===== config.mk =====
export PLATFORM = sky130hd
export DESIGN_NAME = seq_divider_16bit
export DESIGN_NICKNAME = d
export VERILOG_FILES = /design/src/rtl/seq_divider_16bit.sv
export SDC_FILE = /design/constraint.sdc
export NUM_CORES = 1
export LEC_CHECK = 0
export ABC_AREA = 1
export CORE_UTILIZATION = 49
export CTS_BUF_LIST = sky130_fd_sc_hd__clkbuf_4
export CTS_CLUSTER_SIZE = 40
export DETAILED_ROUTE_END_ITERATION = 8
export PLACE_DENSITY = 0.74
export SYNTH_ARGS = -nofsm -noshare
export SYNTH_HDL_FRONTEND = slang
export SYNTH_SLANG_ARGS = --single-unit

===== constraint.sdc =====
create_clock -name clk -period 6.4 [get_ports clk]
set_clock_uncertainty 0.2 [all_clocks]
set_input_delay 0.64 -clock clk [delete_from_list [all_inputs] [get_ports clk]]
set_output_delay 0.64 -clock clk [all_outputs]
set_load 0.005 [all_outputs]

===== src/rtl/seq_divider_16bit.sv =====
// Multi-cycle restoring divider: one shift-and-trial-subtract per clock, 17 cycles
// from accept to done, with divide-by-zero and signed-overflow results fixed up at the end.
module seq_divider_16bit #(
  parameter int WIDTH = 16,
  parameter int CNT_W = 5
) (
  input  logic             clk,
  input  logic             rst,
  input  logic             start,
  input  logic             sgn,
  input  logic [WIDTH-1:0] A,
  input  logic [WIDTH-1:0] B,
  output logic [WIDTH-1:0] Q,
  output logic [WIDTH-1:0] R,
  output logic             busy,
  output logic             done,
  output logic             dz,
  output logic             ovf
);

  typedef enum logic [1:0] {IDLE, CALC, FIX} state_t;

  state_t state, state_nxt;

  logic [CNT_W-1:0] cnt;
  logic [WIDTH-1:0] rem, dvd, quo, dvsr, a_r, b_r;
  logic             sgn_r, sa, sb;

  logic             accept, last_iter, finish;
  logic [WIDTH-1:0] abs_a, abs_b;
  logic [WIDTH:0]   shifted, trial;
  logic             no_borrow;
  logic [WIDTH-1:0] q_fix, r_fix;
  logic             dz_fix, ovf_fix;

  // State register
  always_ff @(posedge clk or posedge rst) begin
    if (rst) state <= IDLE;
    else     state <= state_nxt;
  end

  // Next-state logic
  always_comb begin
    state_nxt = state;
    case (state)
      IDLE:    if (start) state_nxt = CALC;
      CALC:    if (last_iter) state_nxt = FIX;
      FIX:     state_nxt = IDLE;
      default: state_nxt = IDLE;
    endcase
  end

  // Control and result-fixup logic
  always_comb begin
    accept    = (state == IDLE) && start;
    last_iter = (state == CALC) && (cnt == CNT_W'(WIDTH - 1));
    finish    = (state == FIX);

    abs_a = (sgn && A[WIDTH-1]) ? (~A + 1'b1) : A;
    abs_b = (sgn && B[WIDTH-1]) ? (~B + 1'b1) : B;

    // Full 17-bit partial remainder: divisors >= 2^(WIDTH-1) need the carried-out MSB.
    shifted              = {rem, dvd[WIDTH-1]};
    {no_borrow, trial}   = {1'b0, shifted} + {1'b0, ~{1'b0, dvsr}} + (WIDTH+2)'(1);

    dz_fix  = (b_r == '0);
    ovf_fix = !dz_fix && sgn_r && (a_r == {1'b1, {(WIDTH-1){1'b0}}}) && (b_r == '1);

    if (dz_fix) begin
      q_fix = '1;
      r_fix = a_r;
    end else if (ovf_fix) begin
      q_fix = {1'b1, {(WIDTH-1){1'b0}}};
      r_fix = '0;
    end else begin
      q_fix = (sgn_r && (sa ^ sb)) ? (~quo + 1'b1) : quo;
      r_fix = (sgn_r && sa)        ? (~rem + 1'b1) : rem;
    end
  end

  // Datapath and registered outputs
  always_ff @(posedge clk or posedge rst) begin
    if (rst) begin
      cnt   <= '0;
      rem   <= '0;
      dvd   <= '0;
      quo   <= '0;
      dvsr  <= '0;
      a_r   <= '0;
      b_r   <= '0;
      sgn_r <= 1'b0;
      sa    <= 1'b0;
      sb    <= 1'b0;
      Q     <= '0;
      R     <= '0;
      busy  <= 1'b0;
      done  <= 1'b0;
      dz    <= 1'b0;
      ovf   <= 1'b0;
    end else begin
      done <= finish;
      if (accept) begin
        sgn_r <= sgn;
        sa    <= sgn & A[WIDTH-1];
        sb    <= sgn & B[WIDTH-1];
        a_r   <= A;
        b_r   <= B;
        dvd   <= abs_a;
        dvsr  <= abs_b;
        rem   <= '0;
        quo   <= '0;
        cnt   <= '0;
        busy  <= 1'b1;
      end
      if (state == CALC) begin
        dvd <= dvd << 1;
        quo <= {quo[WIDTH-2:0], no_borrow};
        rem <= no_borrow ? trial[WIDTH-1:0] : shifted[WIDTH-1:0];
        cnt <= cnt + 1'b1;
      end
      if (finish) begin
        Q    <= q_fix;
        R    <= r_fix;
        dz   <= dz_fix;
        ovf  <= ovf_fix;
        busy <= 1'b0;
      end
    end
  end

endmodule


==> metrics, run 1 <==
Hold Fails Final Rpt 0; final setup fails 0; Min Hold Slack ~0.30 ns; fin crit period between 2 and 3 ns; IO buf count about 70; ys flop type dfrtp_1; Reg2Reg Setup Slack between 3 and 4 ns; Crit path required time between 6 and 7 ns; register area share after synthesis 43.0%; first-pass iteration count of the detailed router 6; Mapped Area approximately 0.0082 mm²; 1st-iter DRT viols 588; wirelength, routed a little over 20000 µm; Root Buffer clkbuf_4; Min-Delay Startpoint Q[5]; post-synth cell types 44; initial core utilization just over 50%; final net count around 1200; Clk Latency, worst-skew pair approximately 0.57 ns; Die Footprint 0.0173 mm²; first-pass GRT wire length between 30000 and 40000 µm; origin of the critical flop-to-flop path state[1]; All-Layer GR Usage 24.6%; layout cells sized above 1 under 10%; FILL cells roughly 1500; drt drc 0; Synth area leaders dfrtp_1, nand2_1, inv_1; RSZ-0062 raised after global routing false; Mapped Cells 1086; post-DR wirelength/cell between 10 and 15 µm; CTS tree done; most common cell in the synthesized netlist nand2_1; area grow syn2layout 14.8%; Slew @ Worst Pin ~0.81 ns; die width around 130 µm; R2R Path End dvd[12]; Synth area leader dfrtp_1; Synth warnings 0; Post-CTS Setup Bufs 0; ANT nets after route 0; largest net degree at the start of global routing about 90; CTS sink count between 100 and 150; Final Util a little under 60%; Max Cap Viol 0; fin crit share 43.2%; Final Max Slew Viols 0; Hold Path Class flop to flop; synth cell count leaders nand2_1, dfrtp_1, inv_1; status finished, final reports clean; worst r2r path cells 8; H-tree Lvls 4; IO Count 72; initial antenna violation count 0; flops & latches, synth ~140; post-cts sizing count 0; vias in the first global route slightly below 7000; share of the synthesized area in the top cell type between 40% and 50%; ANT cells 0; hold_buf cts 0; grt ovf 0; FP Rows 46; dpl hpwl roughly 15000 µm; Async S/R FF share, synth 100%; syn nets about 1100; core area between 0.015 and 0.02 mm²; CTS clk-pin slew, worst paths around 0.14 ns; Vias ~7400; clock buffer depth 2; Final Power ~4900 µW; f_max 0.362 GHz; WS Path Type input port to flop; crit path max fanout around 80; startpoint types input port; Hold Path End Q[5]; Post-synth EDFFs 0; Synth Area per Inst about 7.6 µm²; CTS buffer count 17; via-per-instance ratio approximately 5.4; Fin Setup TNS 0 ns; Rel. slew slack a little under half; hold path depth 2; maximum vdd drop 0.000198 V; Power Density around 520 mW/mm²; WP data arrival ~3 ns; Critical Path End Type flop; Die Span Y 131 µm; LEAKAGE roughly 0.0046 µW; RePlAce Congestion between 0.9 and 1
registers in the layout, summed over array words and instances, names as in the netlist, 2 cells and up:
signal  flops
Q          16
a_r        16
state       2
dvd        16
quo        16
b_r        15
cnt         5
dvsr       16
rem        16
R          16
critical path: stages:
cell and delay, ns:
clkdlybuf4s50_1 0.42, nand3_2 0.08, buf_4 0.55, inv_2 0.47, nor2_2 0.20, buf_4 0.34
a22oi_1 0.13, o211ai_1 0.16
cell type report:
class	count	area [µm²]	share of cell area, %
Multi-Input combinational cell	772	3990	42.3
Sequential cell	141	3530	37.5
Timing Repair Buffer	75	741	7.86
Inverter	140	531	5.63
Tap cell	216	270	2.87
Clock inverter	15	234	2.48
Clock buffer	17	128	1.35
layer usage:
layer	up-vias	track usage, %	wire length, µm
li1	3684	-	-
met1	3471	34.4	9540
met2	219	38.4	9180
met3	31	3.86	976
met4	0	9.04	441
met5	-	0	0
placed cells by master, fill, tap and decap left out, drive strengths merged, types with 12 or more instances in the layout:
cell           instances
a21oi                 18
nor2                  96
o211ai                13
nand4                 13
clkbuf                17
inv                  144
dfrtp                141
o21ai                 87
nand2                307
clkdlybuf4s50         71
a22oi                 31
o22ai                 19
nand3                100
nor3                  12
xor2                  28
ha                    22
where the power goes:
part	switching (µW)	total (µW)	internal (µW)
clock network	364	720	356
logic	1540	2560	1020
registers	342	1630	1290
total	2240	4910	2670
stage by stage:
stage          instances  worst slack, ns  area [µm²]
4_1_cts             1376             3.73        9420
6_report            1376             3.63        9420
2_1_floorplan       1086             1.78        8200
3_5_place_dp        1344             3.11        9060
3_3_place_gp        1344             3.15        9060
5_1_grt             1376             3.50        9420
logic make-up (layout without fill, tap and decap cells):
| family | after synthesis | after routing | synth area share, % |
|---|---|---|---|
| simple gates | 540 | 540 | 28.6 |
| flops | 141 | 141 | 43.0 |
| xor+xnor | 32 | 32 | 3.42 |
| buf+inv | 173 | 247 | 8.45 |
| compound gates | 177 | 177 | 12.9 |
| fa+ha+maj | 23 | 23 | 3.60 |
how the worst max path moves through the flow:
stage	start	endpoint	slack [ns]	depth (start not counted)
final	start	dvd[12]	3.63	8
after global routing	state[0]	dvd[12]	3.50	8
after CTS	start	dvd[12]	3.73	8
after detailed placement	start	rem[5]	3.11	7
after global placement	start	quo[0]	3.15	7
after floorplan	rst	Q[0]	1.78	1
Power figures use the tool's default switching activity.
==> run 2: changes to the inputs <==
PLACE_DENSITY = 0.77   (was 0.74)
clock period = 2.2 ns   (was 6.4 ns; I/O delays follow)
==> run 2 against run 1 <==
Net effect: via count rose by 5.7%; clock power rose to 2.7 times the previous value; cell count rose by 4.7%; non-clock buffer count rose by 64; combinational power rose to 3.5 times the previous value.
==> metrics, run 2 (synthesis results as in run 1) <==
CTS tree done (unchanged); All-Layer GR Usage 25.5% (was 24.6%); IO buf count 71 (unchanged); crit path max fanout 8 (was 79); first-pass GRT wire length 35100 µm (was 34000 µm); Hold Fails Final Rpt 0 (unchanged); Die Footprint 0.0173 mm² (unchanged); Clk Latency, worst-skew pair 0.59 ns (was 0.57 ns); die width 131 µm (unchanged); Crit path required time 2.49 ns (was 6.68 ns); Max Cap Viol 0 (unchanged); post-DR wirelength/cell 14.9 µm (was 14.6 µm); Largest stage delay, worst path 0.46 ns (was 0.55 ns); Rel. slew slack 47.8% (was 46.0%); grt ovf 0 (unchanged); Die Span Y 131 µm (unchanged); final net count 1271 (was 1206); Power Density 1540 mW/mm² (was 521 mW/mm²); via-per-instance ratio 5.43 (was 5.38); WS Path Type flop to flop (was input port to flop); maximum vdd drop 0.000608 V (was 0.000198 V); H-tree Lvls 4 (unchanged); CTS buffer count 17 (unchanged); CTS clk-pin slew, worst paths 0.13 ns (was 0.14 ns); Hold Path Class input port to flop (was flop to flop); core area 0.0161 mm² (unchanged); CTS sink count 141 (unchanged); initial antenna violation count 0 (unchanged); Fin Setup TNS 0 ns (unchanged); commonest non-fill, non-tap cells in the layout nand2_1, dfrtp_1, inv_1 (unchanged); wirelength, routed 21500 µm (was 20100 µm); Non-Filler Instances 1441 (was 1376); RePlAce Congestion 0.890 (was 0.902); area grow syn2layout 22.9% (was 14.8%); Min Hold Slack 0.0528 ns (was 0.296 ns); Root Buffer clkbuf_4 (unchanged); IO Count 72 (unchanged); largest net degree at the start of global routing 72 (was 91); LEAKAGE 0.00494 µW (was 0.00461 µW); setup slack after placement -0.0410 ns (was 3.11 ns); ANT cells 0 (unchanged); Final Max Slew Viols 0 (unchanged); fin crit period 2.11 ns; first-pass iteration count of the detailed router 5 (was 6); vias in the first global route 7276 (was 6908); Slew @ Worst Pin 0.783 ns (was 0.810 ns); Final WS setup 0.0851 ns (was 3.63 ns); final setup fails 0 (unchanged); status finished, final reports clean (unchanged); drt drc 0 (unchanged); Critical Path End Type flop (unchanged); dpl hpwl 15600 µm (was 14800 µm); ANT nets after route 0 (unchanged); slowest stage cell, crit path dfrtp_1 (was buf_4); WP data arrival 2.40 ns (was 3.05 ns); fin crit share about 96%; RSZ-0062 raised after global routing true (was false); worst path cell trace ha_4 -> nand2_1 -> nor2_1 -> and2_4 -> nand2_4 -> nand2_4 -> buf_4 -> nand3_2 -> nand2_1 -> nand2_1 (was clkdlybuf4s50_1 -> nand3_2 -> buf_4 -> inv_2 -> nor2_2 -> buf_4 -> a22oi_1 -> o211ai_1); most common cell after layout, fill and taps aside nand2_1 (unchanged); placed instance area 0.00944 mm² (was 0.00906 mm²); final instance area 0.0101 mm² (was 0.00942 mm²); Vias 7827 (was 7405); FP Rows 46 (unchanged); f_max approximately 0.47 GHz; Placed Instances 1389 (was 1344); Crit path top cell by count nand2_1 (was buf_4); layout cells sized above 1 13.5% (was 6.38%); startpoint types flop (was input port); clock buffer depth 2 (unchanged); initial core utilization 50.9% (unchanged); 1st-iter DRT viols 658 (was 588)
## run 2: cell count changes in the layout (fill, tap and decap cells not counted), moves of 6 or more
cell / delta
buf_4: +56
ha_1: -8
nand2_2: +7
inv_2: +8
ha_4: +6
inv_1: -8
nand2_1: -7
## run 2: per-stage QoR
stage / util [%] / power [µW]
final: 62.6 / 15600
after global routing: 62.6 / 16900
after CTS: 60.8 / 14700
after global placement: 58.6 / 12400
after floorplan: - / 10100
after detailed placement: 58.6 / 12700
## run 2: report_power, final
part           leakage (µW)  switching [µW]  total, µW  internal, µW
logic               0.00307            5010       8930          3920
clock network      0.000173            1020       1950           935
registers           0.00169             933       4690          3750
## run 2: worst max-delay path: cells and delay by family, from the launching register on
kind                       cells  cell delay, ns
adders and majority gates      1            0.32
buffers and inverters          1            0.15
DFF                            1            0.46
and+or+nand+nor                8            0.88
## run 2: layout make-up
| class | instances | area, µm² |
|---|---|---|
| well taps | 216 | 270 |
| repair buffers | 139 | 1300 |
| clock buffers | 19 | 143 |
| inverters | 140 | 529 |
| clock inverters | 13 | 190 |
| flip-flops and latches | 141 | 3530 |
| fillers | 1395 | 6030 |
| multi-input cells | 773 | 4120 |
## run 2: repair_timing
action                     CTS  global route
gates resized for setup      1            34
hold buffers                 1             0
pin swaps                    0             9
gates cloned                 0             2
setup endpoints to repair    2            17
buffers inserted             0            17
hold endpoints to repair     5             0
## run 2: worst paths after layout
| path | from | to | slack (ns) | cells after the start |
|---|---|---|---|---|
| worst min-delay path | B[4] | dvsr[4] | 0.05 | 3 |
| max in group asynchronous | rst | dvd[4] | 0.92 | 4 |
| worst max-delay path | rem[9] | rem[14] | 0.09 | 10 |
| worst max register to register | rem[9] | rem[14] | 0.09 | 10 |
| min in group asynchronous | rst | rem[13] | 0.26 | 3 |
| worst min register to register | Q[0] | Q[0] | 0.30 | 2 |
## run 2: per-layer routing
layer / GRT usage [%] / wire length [µm]
met5: 0 / 0
met4: 9.82 / 473
met3: 3.90 / 1130
met2: 41.1 / 10200
met1: 34.7 / 9780
